==> src/rtl/adder_arbiter_if.sv <==
// Requester and result bus of adder_arbiter.
// Valid/ready semantics for both directions: a transfer happens on a rising
// clock edge where valid and ready are both high; the producer keeps valid and
// its payload stable until that edge, and ready may depend combinationally on valid.
interface adder_arbiter_if #(
    parameter int NREQ = 4,
    parameter int IDW  = 2
);
    logic [NREQ-1:0]    req_valid;
    logic [NREQ*33-1:0] req_ins;
    logic [NREQ-1:0]    req_ready;
    logic               out_valid;
    logic               out_ready;
    logic [9:0]         out_sum;
    logic               out_zero;
    logic [IDW-1:0]     out_id;

    // Client side: drives requests and consumes results.
    modport master (
        output req_valid, req_ins, out_ready,
        input  req_ready, out_valid, out_sum, out_zero, out_id
    );

    // Arbiter side.
    modport slave (
        input  req_valid, req_ins, out_ready,
        output req_ready, out_valid, out_sum, out_zero, out_id
    );
endinterface

==> src/rtl/adder_arbiter.sv <==
// Round-robin arbiter sharing one registered adder between NREQ requesters.
// The granted operand word goes to the adder in the grant cycle, the adder
// result returns one cycle later and is queued, tagged with the requester id,
// in a small result FIFO that drains over a valid/ready output.
// Optional build macro ADDER_ARB_STATS_EN adds saturating grant_cnt and
// stall_cnt counters as extra output ports.
module adder_arbiter #(
    parameter int NREQ       = 4,
    parameter int IDW        = 2,
    parameter int FIFO_DEPTH = 2
) (
    input  logic           clk,
    input  logic           rst,
    adder_arbiter_if.slave bus,
    output logic [32:0]    add_ins,
    input  logic [9:0]     add_sm_r,
    input  logic           add_sm_zero_r
`ifdef ADDER_ARB_STATS_EN
    ,
    output logic [15:0]    grant_cnt,
    output logic [15:0]    stall_cnt
`endif
);
    localparam int OPW = 33;
    localparam int CW  = $clog2(FIFO_DEPTH + 1);
    localparam int PW  = $clog2(FIFO_DEPTH);

    logic [IDW-1:0] rr_ptr;
    logic           inf_v;
    logic [IDW-1:0] inf_id;

    logic [9:0]     fifo_sum  [FIFO_DEPTH];
    logic           fifo_zero [FIFO_DEPTH];
    logic [IDW-1:0] fifo_id   [FIFO_DEPTH];
    logic [PW-1:0]  wr_ptr;
    logic [PW-1:0]  rd_ptr;
    logic [CW-1:0]  count;

    logic           pop;
    logic           push;
    logic [CW:0]    occ;
    logic           issue_ok;
    logic           grant_found;
    logic [IDW-1:0] grant_idx;
    logic           issue;

    function automatic logic [PW-1:0] ptr_inc(input logic [PW-1:0] p);
        return (p == PW'(FIFO_DEPTH - 1)) ? '0 : p + 1'b1;
    endfunction

    assign bus.out_valid = (count != '0);
    assign pop           = bus.out_valid & bus.out_ready;
    assign push          = inf_v;

    // Slots already committed after this cycle: queued entries minus the one
    // leaving now, plus the result still inside the adder. A new issue is only
    // allowed if it will find a free FIFO entry, so the FIFO can never overflow.
    assign occ      = {1'b0, count} - {{CW{1'b0}}, pop} + {{CW{1'b0}}, inf_v};
    assign issue_ok = (occ < (CW + 1)'(FIFO_DEPTH));

    // Round-robin search starting one past the last granted requester.
    always_comb begin : arb_search
        logic [IDW-1:0] cand;
        grant_found = 1'b0;
        grant_idx   = '0;
        cand        = '0;
        for (int k = 1; k <= NREQ; k++) begin
            cand = IDW'((int'(rr_ptr) + k) % NREQ);
            if (!grant_found && bus.req_valid[cand]) begin
                grant_found = 1'b1;
                grant_idx   = cand;
            end
        end
    end

    // Reset also masks the grant so nothing is accepted while rst is high.
    assign issue = issue_ok & grant_found & ~rst;

    // One-hot grant and adder operand drive; both are zero on idle cycles.
    always_comb begin
        bus.req_ready = '0;
        add_ins       = '0;
        if (issue) begin
            bus.req_ready[grant_idx] = 1'b1;
            add_ins                  = bus.req_ins[OPW*int'(grant_idx) +: OPW];
        end
    end

    // Pointer and in-flight tracking; an in-flight result is discarded by reset.
    always_ff @(posedge clk or posedge rst) begin
        if (rst) begin
            rr_ptr <= IDW'(NREQ - 1);
            inf_v  <= 1'b0;
            inf_id <= '0;
        end else begin
            inf_v <= issue;
            if (issue) begin
                rr_ptr <= grant_idx;
                inf_id <= grant_idx;
            end
        end
    end

    // Result FIFO: the adder result is written in the cycle after issue.
    always_ff @(posedge clk or posedge rst) begin
        if (rst) begin
            wr_ptr <= '0;
            rd_ptr <= '0;
            count  <= '0;
            for (int i = 0; i < FIFO_DEPTH; i++) begin
                fifo_sum[i]  <= '0;
                fifo_zero[i] <= 1'b0;
                fifo_id[i]   <= '0;
            end
        end else begin
            if (push) begin
                fifo_sum[wr_ptr]  <= add_sm_r;
                fifo_zero[wr_ptr] <= add_sm_zero_r;
                fifo_id[wr_ptr]   <= inf_id;
                wr_ptr            <= ptr_inc(wr_ptr);
            end
            if (pop) begin
                rd_ptr <= ptr_inc(rd_ptr);
            end
            count <= count + CW'(push) - CW'(pop);
        end
    end

    // Head entry presented from registers; forced to zero while the FIFO is empty.
    assign bus.out_sum  = bus.out_valid ? fifo_sum[rd_ptr]  : '0;
    assign bus.out_zero = bus.out_valid ? fifo_zero[rd_ptr] : 1'b0;
    assign bus.out_id   = bus.out_valid ? fifo_id[rd_ptr]   : '0;

`ifdef ADDER_ARB_STATS_EN
    // Saturating counters of issue cycles and of cycles blocked by a full pipeline.
    always_ff @(posedge clk or posedge rst) begin
        if (rst) begin
            grant_cnt <= '0;
            stall_cnt <= '0;
        end else begin
            if (issue && grant_cnt != 16'hFFFF) begin
                grant_cnt <= grant_cnt + 16'd1;
            end
            if ((|bus.req_valid) && !issue_ok && stall_cnt != 16'hFFFF) begin
                stall_cnt <= stall_cnt + 16'd1;
            end
        end
    end
`endif
endmodule

==> src/flat_wrapper.sv <==
// flat-port wrapper written by rule: the top's interface ports become plain ports
module adder_arbiter_flat 
#(
    parameter int NREQ       = 4,
    parameter int IDW        = 2,
    parameter int FIFO_DEPTH = 2
)
  (clk, rst, add_ins, add_sm_r, add_sm_zero_r, bus_req_valid, bus_req_ins, bus_out_ready, bus_req_ready, bus_out_valid, bus_out_sum, bus_out_zero, bus_out_id);
  adder_arbiter_if #(.NREQ(NREQ), .IDW(IDW)) bus_i ();
  input  logic clk;
  input  logic rst;
  output logic [32:0] add_ins;
  input  logic [9:0] add_sm_r;
  input  logic add_sm_zero_r;
  input wire logic [$bits(bus_i.req_valid)-1:0] bus_req_valid;
  input wire logic [$bits(bus_i.req_ins)-1:0] bus_req_ins;
  input wire logic [$bits(bus_i.out_ready)-1:0] bus_out_ready;
  output wire logic [$bits(bus_i.req_ready)-1:0] bus_req_ready;
  output wire logic [$bits(bus_i.out_valid)-1:0] bus_out_valid;
  output wire logic [$bits(bus_i.out_sum)-1:0] bus_out_sum;
  output wire logic [$bits(bus_i.out_zero)-1:0] bus_out_zero;
  output wire logic [$bits(bus_i.out_id)-1:0] bus_out_id;
  assign bus_i.req_valid = bus_req_valid;
  assign bus_i.req_ins = bus_req_ins;
  assign bus_i.out_ready = bus_out_ready;
  assign bus_req_ready = bus_i.req_ready;
  assign bus_out_valid = bus_i.out_valid;
  assign bus_out_sum = bus_i.out_sum;
  assign bus_out_zero = bus_i.out_zero;
  assign bus_out_id = bus_i.out_id;
  adder_arbiter #(.NREQ(NREQ), .IDW(IDW), .FIFO_DEPTH(FIFO_DEPTH)) u_core (.clk(clk), .rst(rst), .bus(bus_i), .add_ins(add_ins), .add_sm_r(add_sm_r), .add_sm_zero_r(add_sm_zero_r));
endmodule
==> config.mk <==
export PLATFORM = sky130hd
export DESIGN_NAME = adder_arbiter_flat
export DESIGN_NICKNAME = d
export VERILOG_FILES = /design/src/rtl/adder_arbiter_if.sv /design/src/rtl/adder_arbiter.sv /design/src/flat_wrapper.sv
export SDC_FILE = /design/constraint.sdc
export NUM_CORES = 1
export LEC_CHECK = 0
export ABC_CLOCK_PERIOD_IN_PS = 9300
export CORE_MARGIN = 3
export CORE_UTILIZATION = 38
export CTS_CLUSTER_DIAMETER = 120
export DETAILED_ROUTE_END_ITERATION = 12
export GPL_ROUTABILITY_DRIVEN = 1
export GPL_TIMING_DRIVEN = 1
export PLACE_DENSITY = 0.88
export SLEW_MARGIN = 0
export SYNTH_ARGS = -nofsm -noshare
export SYNTH_HDL_FRONTEND = slang
export SYNTH_SLANG_ARGS = --single-unit
export TNS_END_PERCENT = 30
==> constraint.sdc <==
create_clock -name clk -period 9.3 [get_ports clk]
set_input_delay 0.93 -clock clk [delete_from_list [all_inputs] [get_ports clk]]
set_output_delay 0.93 -clock clk [all_outputs]
set_load 0.005 [all_outputs]
==> results.md, run 1 <==
Outcome:
- The flow ran to the end, and the final reports show no timing, DRC or antenna violations.

Route:
- The detailed router finished its first iteration with 76 violations.
- For this block, the routed nets add up to about 9500 um of wire.
- Detailed routing inserted a total of 2738 vias.
- The first detailed-routing pass ran for 6 iterations.
- In the final routed layout, each cell accounts on average for between 15 and 20 um.
- After detailed routing, the number of remaining DRC violations is 0.
- The number of nets with antenna violations after routing is 0.
- The ratio of routed vias to standard cells is just over 5.

Timing:
- The maximum clock skew at final layout is 0.00573 ns.
- In the finished design, the share of the clock period the worst path needs comes to 0.674.
- At the pin with the least slew margin, the transition time is 1.20 ns.
- The number of hold violations in the final report came to 0.
- The routed design could run at a clock period as short as 6.27 ns.
- Setup repair after global routing left no endpoint under its margin.
- Setup violations remaining at the end of the flow were counted as 0.
- The timing-limited maximum frequency is 159 MHz.
- The worst pin sits at a relative slew slack of 0.196.
- The final sum of negative setup slack is 0 ns.
- The total count of max-transition violations in the final report is 0.

Global routing:
- The initial antenna violation count is 0.
- The number of global-route vias before repair is around 3000.
- For this run, the total global-route usage over all layers was measured as 0.224.
- The first global-routing pass estimated between 10000 and 15000 um of wire.
- The total congestion overflow is 0.
- The maximum number of pins on one net before global-route repair is 73.

Worst hold path:
- The worst min-delay path category is flop to flop.
- The hold path startpoint is u_core.fifo_sum[14]$_DFFE_PP0P_.

Final layout:
- Compared with the post-synthesis result, the final layout area differs by 74.5%.
- 0 antenna diodes ended up in the layout.
- The net count of the finished layout is 593.
- The finished cells cover 0.00473 mm^2.
- The library cell used most frequently in the layout, excluding fill and tap cells, is clkdlybuf4s50_1.
- In the layout the commonest cells are 200 x clkdlybuf4s50_1, 79 x mux2i_1, 33 x o22ai_1, 33 x dfrtp_1, 20 x nor2_1.
- The share of post-route cells with drive strength above 1 is 0.0567.

CTS:
- After clock tree synthesis, the setup repair step added 0 buffers.
- The root buffer cell is clkbuf_8.
- The CTS buffer count is 5.
- The clock-pin transition on the worst setup and hold timing paths is 0.07 ns.
- The number of H-tree levels is 2.
- The clock passes through at most 2 buffers.
- TritonCTS built the clock tree.
- The number of hold-repair buffers added at the cts stage is 0.
- The clock insertion delay at the later pin of the skew report is 0.29 ns.
- Post-CTS repair changed the size of 0 cells.
- The clock sink count is 35.

Synth:
- Counting every instance in the synthesized netlist gives 251.
- The post-synthesis average cell area is about 11 um^2.
- Yosys attributes the largest share of cell area to dfrtp_1 30%, mux2i_1 29%, o22ai_1 7.6%.
- The synthesis-stage register bit count is 35.
- The share of the Yosys chip area taken by registers is 0.324.
- The fraction of synthesized cell area taken by the top area cell type is 0.305.
- The most used flip-flop cell after synthesis is dfrtp_1.
- The Yosys step of the flow raised 0 warnings.
- The net count after synthesis is 404.
- The number of unique standard cell types used by synthesis is 35.
- The share of flip-flops with an asynchronous set or reset after synthesis is 1.00.
- The total standard cell area after synthesis is 0.00271 mm^2.
- The count of flip-flops with a built-in enable after synthesis is 0.
- The leading area contributor after synthesis is dfrtp_1.

Setup path:
- The worst endpoint required time is 8.37 ns.
- For the worst setup path, the data arrival time is 5.34 ns.
- The maximum fanout count along the critical path is 36.
- The critical register-to-register path startpoint is u_core.count[1]$_DFF_PP0_.
- In this run the worst setup path begins at u_core.count[1]$_DFF_PP0_.
- The worst setup path category is flop to primary output.
- The slowest library cell on the worst path is nor4_2.
- The worst setup path is launched from a flop.
- Walking the worst path, the cells encountered are nor2_1, nor2b_1, ha_1, inv_1, ha_1, inv_1, fa_1, clkinv_1, nor4_2, nand2_2, o22ai_1, clkdlybuf4s50_1.
- The sum of buffers and inverters on the critical path is 4.
- The worst setup path is captured at a primary output.
- The stage delay of the slowest cell on the critical path is 0.86 ns.
- Among cell families on the critical path, the largest total delay comes from simple AND/OR/NAND/NOR gates.

Floorplan:
- For this configuration, the core starts out at a cell density of 0.394.
- In this run the horizontal extent of the chip is 90.4 um.
- The floorplan step set the die height to 90.4 um.
- The number of ports placed on the die boundary is about 200.
- The region available for standard cell placement spans approximately 0.0069 mm^2.
- The floorplan step defined a die boundary enclosing 0.00818 mm^2.
- The floorplan has 30 rows.

Pwr:
- The reported leakage power is approximately 2 nW.
- The worst voltage drop across the vdd grid is 110 uV.
- The ratio of total power to cell area is 243 mW/mm^2.

Place:
- The HPWL after detailed placement is 7520 um.
- At the end of routability-driven placement, the weighted congestion stood at 0.894.
- In this run the cell area measured after placement is between 0.004 and 0.005 mm^2.
- The number of buffers added on ports is 200.

Job:
- The tool flagged a number of max-cap violations equal to 0.
==> layout make-up <==
cell class	count	area, um^2
tap	96	120
inverter	8	30.0
clock buffer	5	68.8
clock inverter	3	15.0
fill	524	2140
sequential	35	878
multi-input combinational	188	1600
timing repair buffer	202	2020
==> cells in the mapped netlist, drive strengths merged, types with 4 or more instances <==
master / instances
buf: 17
nand2: 4
o22ai: 33
nand2b: 4
nor2: 20
dfrtp: 33
a21oi: 4
mux2: 25
inv: 7
mux2i: 79
==> power by group <==
| part | total, mW | switching, mW | internal (mW) |
|---|---|---|---|
| Combinational | 0.753 | 0.314 | 0.439 |
| Clock | 0.106 | 0.0553 | 0.0512 |
| Sequential | 0.291 | 0.0582 | 0.233 |
| Total | 1.15 | 0.427 | 0.723 |
==> through the flow <==
| stage | utilization | setup slack [ns] | instances | total power, mW | hold WS (ns) |
|---|---|---|---|---|---|
| 6_report | 0.688 | 3.03 | 537 | 1.15 | 0.488 |
| 5_1_grt | 0.688 | 2.57 | 537 | 1.23 | 0.513 |
| 4_1_cts | 0.688 | 3.00 | 537 | 1.16 | 0.493 |
| 3_5_place_dp | 0.676 | 3.21 | 529 | 1.05 | 0.477 |
| 3_3_place_gp | 0.676 | 3.32 | 529 | 1.03 | 0.466 |
| 2_1_floorplan | - | 5.36 | 251 | 0.753 | 0.450 |
==> kinds of logic after synthesis <==
kind of cell / after synthesis / share of synthesized area
multiplexers: 104 / 0.396
buffers and inverters: 28 / 0.0887
AND/OR/NAND/NOR: 35 / 0.0656
XOR/XNOR: 3 / 0.00970
adder cells (fa/ha/maj): 3 / 0.0166
flip-flops: 35 / 0.324
AO/OA/AOI/OAI: 43 / 0.0993
==> registers in the layout, indices dropped and copies added (netlist names) <==
signal and flops:
u_core.count 2, u_core.rr_ptr 2, u_core.fifo_zero 2, u_core.rd_ptr 1
u_core.inf_v 1, u_core.fifo_sum 20, u_core.inf_id 2, u_core.fifo_id 4
u_core.wr_ptr 1
==> layer usage <==
layer / vias to the layer above / routed length [um] / track usage
met5: - / 0 / 0
met4: 0 / 257 / 0.0791
met3: 20 / 636 / 0.0550
met2: 123 / 5010 / 0.419
met1: 1288 / 3560 / 0.245
li1: 1307 / - / -
==> worst paths after layout <==
path | depth (start not counted) | to | slack [ns]
worst max-delay path | 12 | add_ins[13] | 3.03
worst min-delay path | 1 | u_core.fifo_sum[14]$_DFFE_PP0P_ | 0.49
worst max register to register | 11 | u_core.inf_id[1]$_DFFE_PP0P_ | 4.82
worst min register to register | 1 | u_core.fifo_sum[14]$_DFFE_PP0P_ | 0.49
max in group asynchronous | 3 | u_core.rr_ptr[0]$_DFFE_PP1P_ | 7.85
min in group asynchronous | 3 | u_core.fifo_sum[9]$_DFFE_PP0P_ | 1.12
No activity file was read; power rests on OpenSTA's default activity.
==> run 2, diff against run 1 <==
ABC_CLOCK_PERIOD_IN_PS = 6100   (was 9300)
CORE_UTILIZATION = 35   (was 38)
PLACE_DENSITY = 0.82   (was 0.88)
clock period = 6.1 ns   (was 9.3 ns; I/O delays follow)
==> run 2 against run 1 <==
Sequential share of layout area down 0.19 points. Critical path depth grew 1. Final cell count up 1.3%. Power up 54%. Count of clock-buffer cells in the layout grew 3. First-iteration DRC count shrank 33%. Register-to-register slack got worse by 1.7 ns. Sequential cell count is the same. Non-clock buffer count grew 4. Critical path type is now input pin to primary output.
==> results.md, run 2 (synthesis results as in run 1) <==
Outcome:
- The run finished with clean final reports.

Place:
- The number of buffers added on ports is 200.
- After legalization and detailed placement, the total HPWL measured 7510 um.
- Once placement completed, the tool counted placed cells totaling around 540.
- The worst setup slack after placement is around 1.3 ns.
- The weighted congestion at the end of routability-driven global placement is 0.839.

CTS:
- The root buffer cell is clkbuf_8.
- The clock passes through at most 2 buffers.
- After clock tree synthesis, the clock-pin slew on the worst setup and hold paths is 0.06 ns.
- The number of H-tree levels is 2.
- In this run the post-CTS setup repair buffer count came out at 0.
- The CTS tree is yes.
- At the later pin of the worst-skew pair, clock insertion delay measures approximately 0.28 ns.
- The clock net in this run drives a total of 35 sinks.
- The CTS buffer count is 5.
- For this design, the CTS-stage hold fixing added 0 buffers.
- Gates resized during post-CTS repair numbered 0.

Global routing:
- The initial antenna violation count is 1.
- The global-route wire length before repair is between 10000 and 15000 um.
- The total routing usage reported by global routing is 0.206.
- The total congestion overflow is 0.
- The maximum number of pins on one net before global-route repair is between 40 and 50.
- The number of global-route vias before repair was about 2800.

Timing:
- The final hold slack is ~0.5 ns.
- The actual slew at the worst max-slew pin is 0.827 ns.
- The smallest clock period supported by the final layout is computed as 4.81 ns.
- The total count of max-transition violations in the final report is 0.
- Setup repair after global routing left no endpoint under its margin.
- The number of hold violations in the final report was 0.
- The number of setup violations in the final report is 0.
- Across all setup checks in the final design, the least slack found is 1.29 ns.
- The final sum of negative setup slack is 0 ns.
- The period utilization is 0.788.
- Between clock sinks in the finished design, the worst skew comes to 0.00795 ns.
- The timing-limited maximum frequency is 208 MHz.
- The worst slew margin relative to its limit is 0.447.

Route:
- The DRC violation total after the first TritonRoute iteration is ~50.
- The total via count in the routed design is between 2000 and 3000.
- Dividing the detail-routed via count by the number of cells gives roughly 5.0.
- Dividing the detail-routed wire length by the instance count gives around 17 um.
- After detailed routing, the number of remaining DRC violations is 0.
- The total wirelength of the detailed-routed design is between 9000 and 10000 um.
- The number of detailed-routing iterations run before antenna repair is 4.
- The number of nets with antenna violations after routing is 0.

Final layout:
- The largest registers in the layout are u_core.fifo_sum: 20 flops, u_core.fifo_id: 4 flops.
- The number of filler instances in the final layout is 624.
- The flip-flop count of the largest register, all copies and words added is 20.
- Leaving out fill and tap cells, the most frequent cell in the layout is clkdlybuf4s50_1.
- Once layout is complete, the utilization of the core stands at 0.648.
- In the layout the commonest cells are 200 x clkdlybuf4s50_1, 79 x mux2i_1, 33 x o22ai_1, 33 x dfrtp_1, 20 x nor2_1.
- The share of post-route cells with drive strength above 1 is 0.0629.
- The final layout contains 597 nets.
- The count of cells in the finished layout, fillers not included, comes to 544.
- u_core.fifo_sum holds more flip-flops than any other register.
- The area growth from synthesis to layout is 76.3%.
- The number of antenna diodes in the final layout is 0.

Setup path:
- The register-to-register setup slack is 3.08 ns.
- The worst endpoint required time is approximately 5.5 ns.
- The critical path arrival is 4.20 ns.
- The worst setup path is launched from an input pin.
- The sort of element at the end of the critical path is a primary output.
- The worst setup path category is input pin to primary output.
- The maximum fanout count along the critical path is 36.

Pwr:
- The reported leakage power is around 2.1 nW.
- The worst voltage drop across the vdd grid is 145 uV.
- The ratio of total power to cell area is 371 mW/mm^2.

Job:
- Across the run, the number of max-cap violations was 0.

Floorplan:
- The height of the chip is 94.0 um.
- For this configuration, the core starts out at a cell density of 0.368.
- The number of rows created at floorplan is 31.
- The floorplan step defined a die boundary enclosing 0.00883 mm^2.
- In this run the standard cell core region covers 0.00737 mm^2.
- From left edge to right edge, the die measures 94.0 um.
- The number of ports placed on the die boundary is around 200.

Worst hold path:
- The worst hold path belongs to the class flop to flop.
-- run 2: worst max-delay path, stage by stage --
cell and delay, ns:
clkdlybuf4s50_1 0.46, nor2b_1 0.20, ha_1 0.27, inv_1 0.06, ha_1 0.13, inv_1 0.04, fa_1 0.48, clkinv_1 0.09
nor4_2 0.28, buf_4 0.22, nand2_2 0.43, o22ai_1 0.34, clkdlybuf4s50_1 0.58
-- run 2: layer usage --
layer / vias to the layer above / GRT usage / wire (um)
met5: - / 0 / 17
met4: 2 / 0.0794 / 302
met3: 24 / 0.0633 / 687
met2: 102 / 0.353 / 4780
met1: 1246 / 0.240 / 3490
li1: 1320 / - / -
-- run 2: where the power goes --
part / switching [mW] / leakage, nW / internal (mW) / total [mW]
logic: 0.475 / 1.59 / 0.675 / 1.15
clock network: 0.0762 / 0.0515 / 0.103 / 0.179
registers: 0.0866 / 0.413 / 0.355 / 0.442
total: 0.638 / 2.05 / 1.13 / 1.77
-- run 2: layout make-up --
type	instances	area, um^2	area share
Timing Repair Buffer	206	2050	0.429
Tap cell	99	124	0.0259
Clock buffer	8	100	0.0210
Multi-Input combinational cell	188	1600	0.334
Inverter	8	30.0	0.00629
Sequential cell	35	878	0.184
-- run 2: stage by stage --
step | instance area (um^2) | power (mW)
final | 4780 | 1.77
after global routing | 4780 | 1.91
after CTS | 4780 | 1.79
after detailed placement | 4680 | 1.60
after global placement | 4680 | 1.58
after floorplan | 2710 | 1.15
-- run 2: path summary, 6_finish.rpt --
check | depth (start not counted) | to | startpoint
max | 13 | add_ins[19] | bus_out_ready
min | 1 | u_core.fifo_sum[19]$_DFFE_PP0P_ | u_core.fifo_sum[19]$_DFFE_PP0P_
max reg2reg | 12 | u_core.inf_id[1]$_DFFE_PP0P_ | u_core.count[1]$_DFF_PP0_
min reg2reg | 1 | u_core.fifo_sum[19]$_DFFE_PP0P_ | u_core.fifo_sum[19]$_DFFE_PP0P_
max in group asynchronous | 3 | u_core.inf_id[0]$_DFFE_PP0P_ | rst
min in group asynchronous | 2 | u_core.rr_ptr[0]$_DFFE_PP1P_ | rst
==> run 3, diff against run 2 <==
ABC_CLOCK_PERIOD_IN_PS = 3950   (was 6100)
CORE_UTILIZATION = 31   (was 35)
PLACE_DENSITY = 0.77   (was 0.82)
clock period = 3.95 ns   (was 6.1 ns; I/O delays follow)
==> run 3 against run 2 <==
Utilization down 5.2 points. Sequential power increased by 55%. Highest routed layer is now met4. Final area rose by 4.1%. Count of clock-buffer cells in the layout down 3. Power increased by 65%. Critical path type unchanged. Critical path depth unchanged.
==> results.md, run 3 (synthesis results as in run 1) <==
Outcome:
- The flow ran to the end, and the final reports show no timing, DRC or antenna violations.

Setup path:
- STA classifies the critical path startpoint as an input pin.
- Along the worst path, the maximum fanout reaches 35.
- The worst setup path category is input pin to primary output.
- Data on the critical path is required at its endpoint by 3.56 ns.
- The worst setup path is captured at a primary output.
- The critical path arrival is 3.53 ns.

Timing:
- The number of setup violations in the final report is 0.
- For the pin with the worst max-slew slack, the measured transition is 0.969 ns.
- The total count of max-transition violations in the final report is 0.
- The minimum clock period after layout is 3.92 ns.
- In the finished design, the share of the clock period the worst path needs comes to 0.993.
- The timing-limited maximum frequency is 255 MHz.
- Setup repair after global routing could not meet its margin everywhere.
- The maximum clock skew at final layout is 0.00456 ns.
- Setup total negative slack on the finished layout was measured at 0 ns.
- The number of hold violations in the final report is 0.
- The worst slew margin relative to its limit is 0.354.

Route:
- Once detail routing completed, the nets flagged for antenna violations numbered 0.
- The DRC violation total after the first TritonRoute iteration is 51.
- In the routed layout, each cell is associated on average with a via count of 5.01.
- The total via count in the routed design is 2789.
- After detailed routing, the total wire length is between 9000 and 10000 um.
- In the final routed layout, each cell accounts on average for between 15 and 20 um.
- After detailed routing, the number of remaining DRC violations is 0.
- For this run, the detailed router's first-pass iteration total came to 4.

Final layout:
- The net count reported at finish is ~600.
- The number of standard cells in the layout, taps in and fillers out is 557.
- After routing the design area is between 0.004 and 0.005 mm^2.
- Ranked by flip-flop count, first place goes to u_core.fifo_sum.
- After filler insertion, the fill cell instance count of the layout stands at 735.
- The register with the most flip-flops in the layout has 20 of them.
- The share of post-route cells with drive strength above 1 is 0.0951.
- Relative to the synthesized area, the layout overhead comes to 83.5%.
- In the layout the commonest cells are 183 x clkdlybuf4s50_1, 79 x mux2i_1, 32 x dfrtp_1, 29 x o22ai_1, 19 x nor2_1.
- The most common cell after layout, fill and taps aside is clkdlybuf4s50_1.
- The diode insertion count for antenna repair is 0.
- In the final layout, the registers with the most flip-flops are u_core.fifo_sum: 20 flops, u_core.fifo_id: 4 flops.

CTS:
- The clock-pin transition on the worst setup and hold timing paths is 0.07 ns.
- TritonCTS built the clock tree.
- Counting the buffers created by CTS gives 5.
- The root buffer cell is clkbuf_8.
- The clock sink count is 35.
- The number of hold-repair buffers added at the cts stage is 0.
- The maximum root-to-sink buffer count is 2.
- Clock latency on the worst-skew pair, taken at its later pin, is 0.28 ns.
- The number of H-tree levels is 2.

Pwr:
- The share of total power dissipated in sequential elements is 0.235.
- The portion of total power attributed to the clock network is 0.109.
- Of the total power, the share spent switching nets is 0.368.
- The internal cell power is 1.84 mW.
- IR analysis of the VDD net gives a maximum drop of 348 uV.
- The combinational share of power is 0.656.
- For this design the ratio of total power to cell area is a little under 600 mW/mm^2.
- The analysis attributes to net switching a power of 1.07 mW.
- In this run the static leakage power is around 2.4 nW.

Global routing:
- The met3 track utilization from global routing is 0.0477.
- In this run the most used layer during global routing was met2.
- Across every metal layer, demand over resource in global routing totals 0.188.
- The number of global-route vias before repair is 3038.
- The initial antenna violation count is 0.
- The fraction of met1 tracks used by global routing is 0.205.
- The maximum number of pins on one net before global-route repair is 55.
- The global-route wire length before repair is 14800 um.
- For this run, global-route usage on met2 was measured as 0.357.
- The total congestion overflow is 0.

Floorplan:
- For this configuration, the core starts out at a cell density of 0.325.
- The die covers 0.00990 mm^2.
- The floorplan step defined a core boundary enclosing approximately 0.0083 mm^2.
- The initialized floorplan defines 33 standard-cell rows.
- The chip width is 99.5 um.
- The height of the chip is 99.5 um.
- ~200 I/O pins were placed.

Worst hold path:
- The tightest min-delay check is of the flop to flop type.

Job:
- The max-capacitance violation count is 0.

Place:
- The number of buffers added on ports is 200.
- The HPWL after detailed placement is 7850 um.
- The weighted congestion at the end of routability-driven global placement is 0.907.
- After detailed placement, the total cell area comes to between 0.004 and 0.005 mm^2.
- The placed instance count is 547.
## run 3: changes by cell type in the layout (fill, tap and decap cells not counted), moves of 2 or more
cell             previous run  this run
o22ai_1                    33        29
nand2_8                     0         2
dlymetal6s2s_1              0        14
buf_4                       6         9
buf_12                      0         2
clkdlybuf4s50_1           200       183
clkbuf_8                    7         5
o22ai_2                     0         4
dlygate4sd2_1               0         3
## run 3: routing by layer
layer	vias to the layer above	wire length, um
li1	1334	-
met1	1334	3540
met2	107	5440
met3	14	652
met4	0	166
met5	-	0
## run 3: what timing repair did
action                                  CTS  global route
hold endpoints to repair                  0             0
pin swaps                                 1             2
endpoints found under the setup margin   36            34
cloned                                    0             1
setup buffers                             1             0
resized for setup                         7            21
## run 3: power by group through the flow
stage          Clock, mW  Sequential (mW)  Combinational [mW]
6_report           0.316            0.685                1.91
5_1_grt            0.344            0.712                2.08
4_1_cts            0.325            0.683                1.91
3_5_place_dp           0            0.689                1.86
3_3_place_gp           0            0.675                1.83
2_1_floorplan          0            0.625                1.15
## run 3: final cells by class
type	count	area [um^2]	area share
multi-input combinational	189	1660	0.335
sequential	35	880	0.177
timing repair buffer	212	2150	0.433
clock inverter	3	43.8	0.00881
clock buffer	5	68.8	0.0138
tap	105	131	0.0264
inverter	8	30.0	0.00604
## run 3: path summary, 6_finish.rpt
path | depth (start not counted) | end | from | slack [ns]
max | 13 | add_ins[11] | bus_out_ready | 0.03
min | 1 | u_core.fifo_id[3]$_DFFE_PP0P_ | u_core.fifo_id[3]$_DFFE_PP0P_ | 0.48
max reg2reg | 13 | u_core.rr_ptr[0]$_DFFE_PP1P_ | u_core.count[1]$_DFF_PP0_ | 1.24
min reg2reg | 1 | u_core.fifo_id[3]$_DFFE_PP0P_ | u_core.fifo_id[3]$_DFFE_PP0P_ | 0.48
max in group asynchronous | 3 | u_core.fifo_sum[8]$_DFFE_PP0P_ | rst | 2.50
min in group asynchronous | 2 | u_core.fifo_zero[0]$_DFFE_PP0P_ | rst | 0.75
## run 3: critical path: stages
cell and delay [ns]:
clkdlybuf4s50_1 0.46, nor2b_2 0.17, ha_1 0.25, inv_1 0.06
ha_1 0.14, inv_1 0.05, fa_1 0.38, xor2_1 0.18
nor4_4 0.37, nand2_2 0.14, buf_12 0.19, o22ai_1 0.20
clkdlybuf4s50_1 0.55
## run 3: through the flow
step / utilization / hold WS (ns) / total power, mW / worst slack, ns
after floorplan: - / 0.450 / 1.77 / 0.847
after global placement: 0.569 / 0.466 / 2.51 / -0.148
after detailed placement: 0.569 / 0.474 / 2.55 / -0.228
after CTS: 0.586 / 0.490 / 2.91 / 0.0219
after global routing: 0.596 / 0.509 / 3.14 / -0.151
final: 0.596 / 0.485 / 2.91 / 0.0267
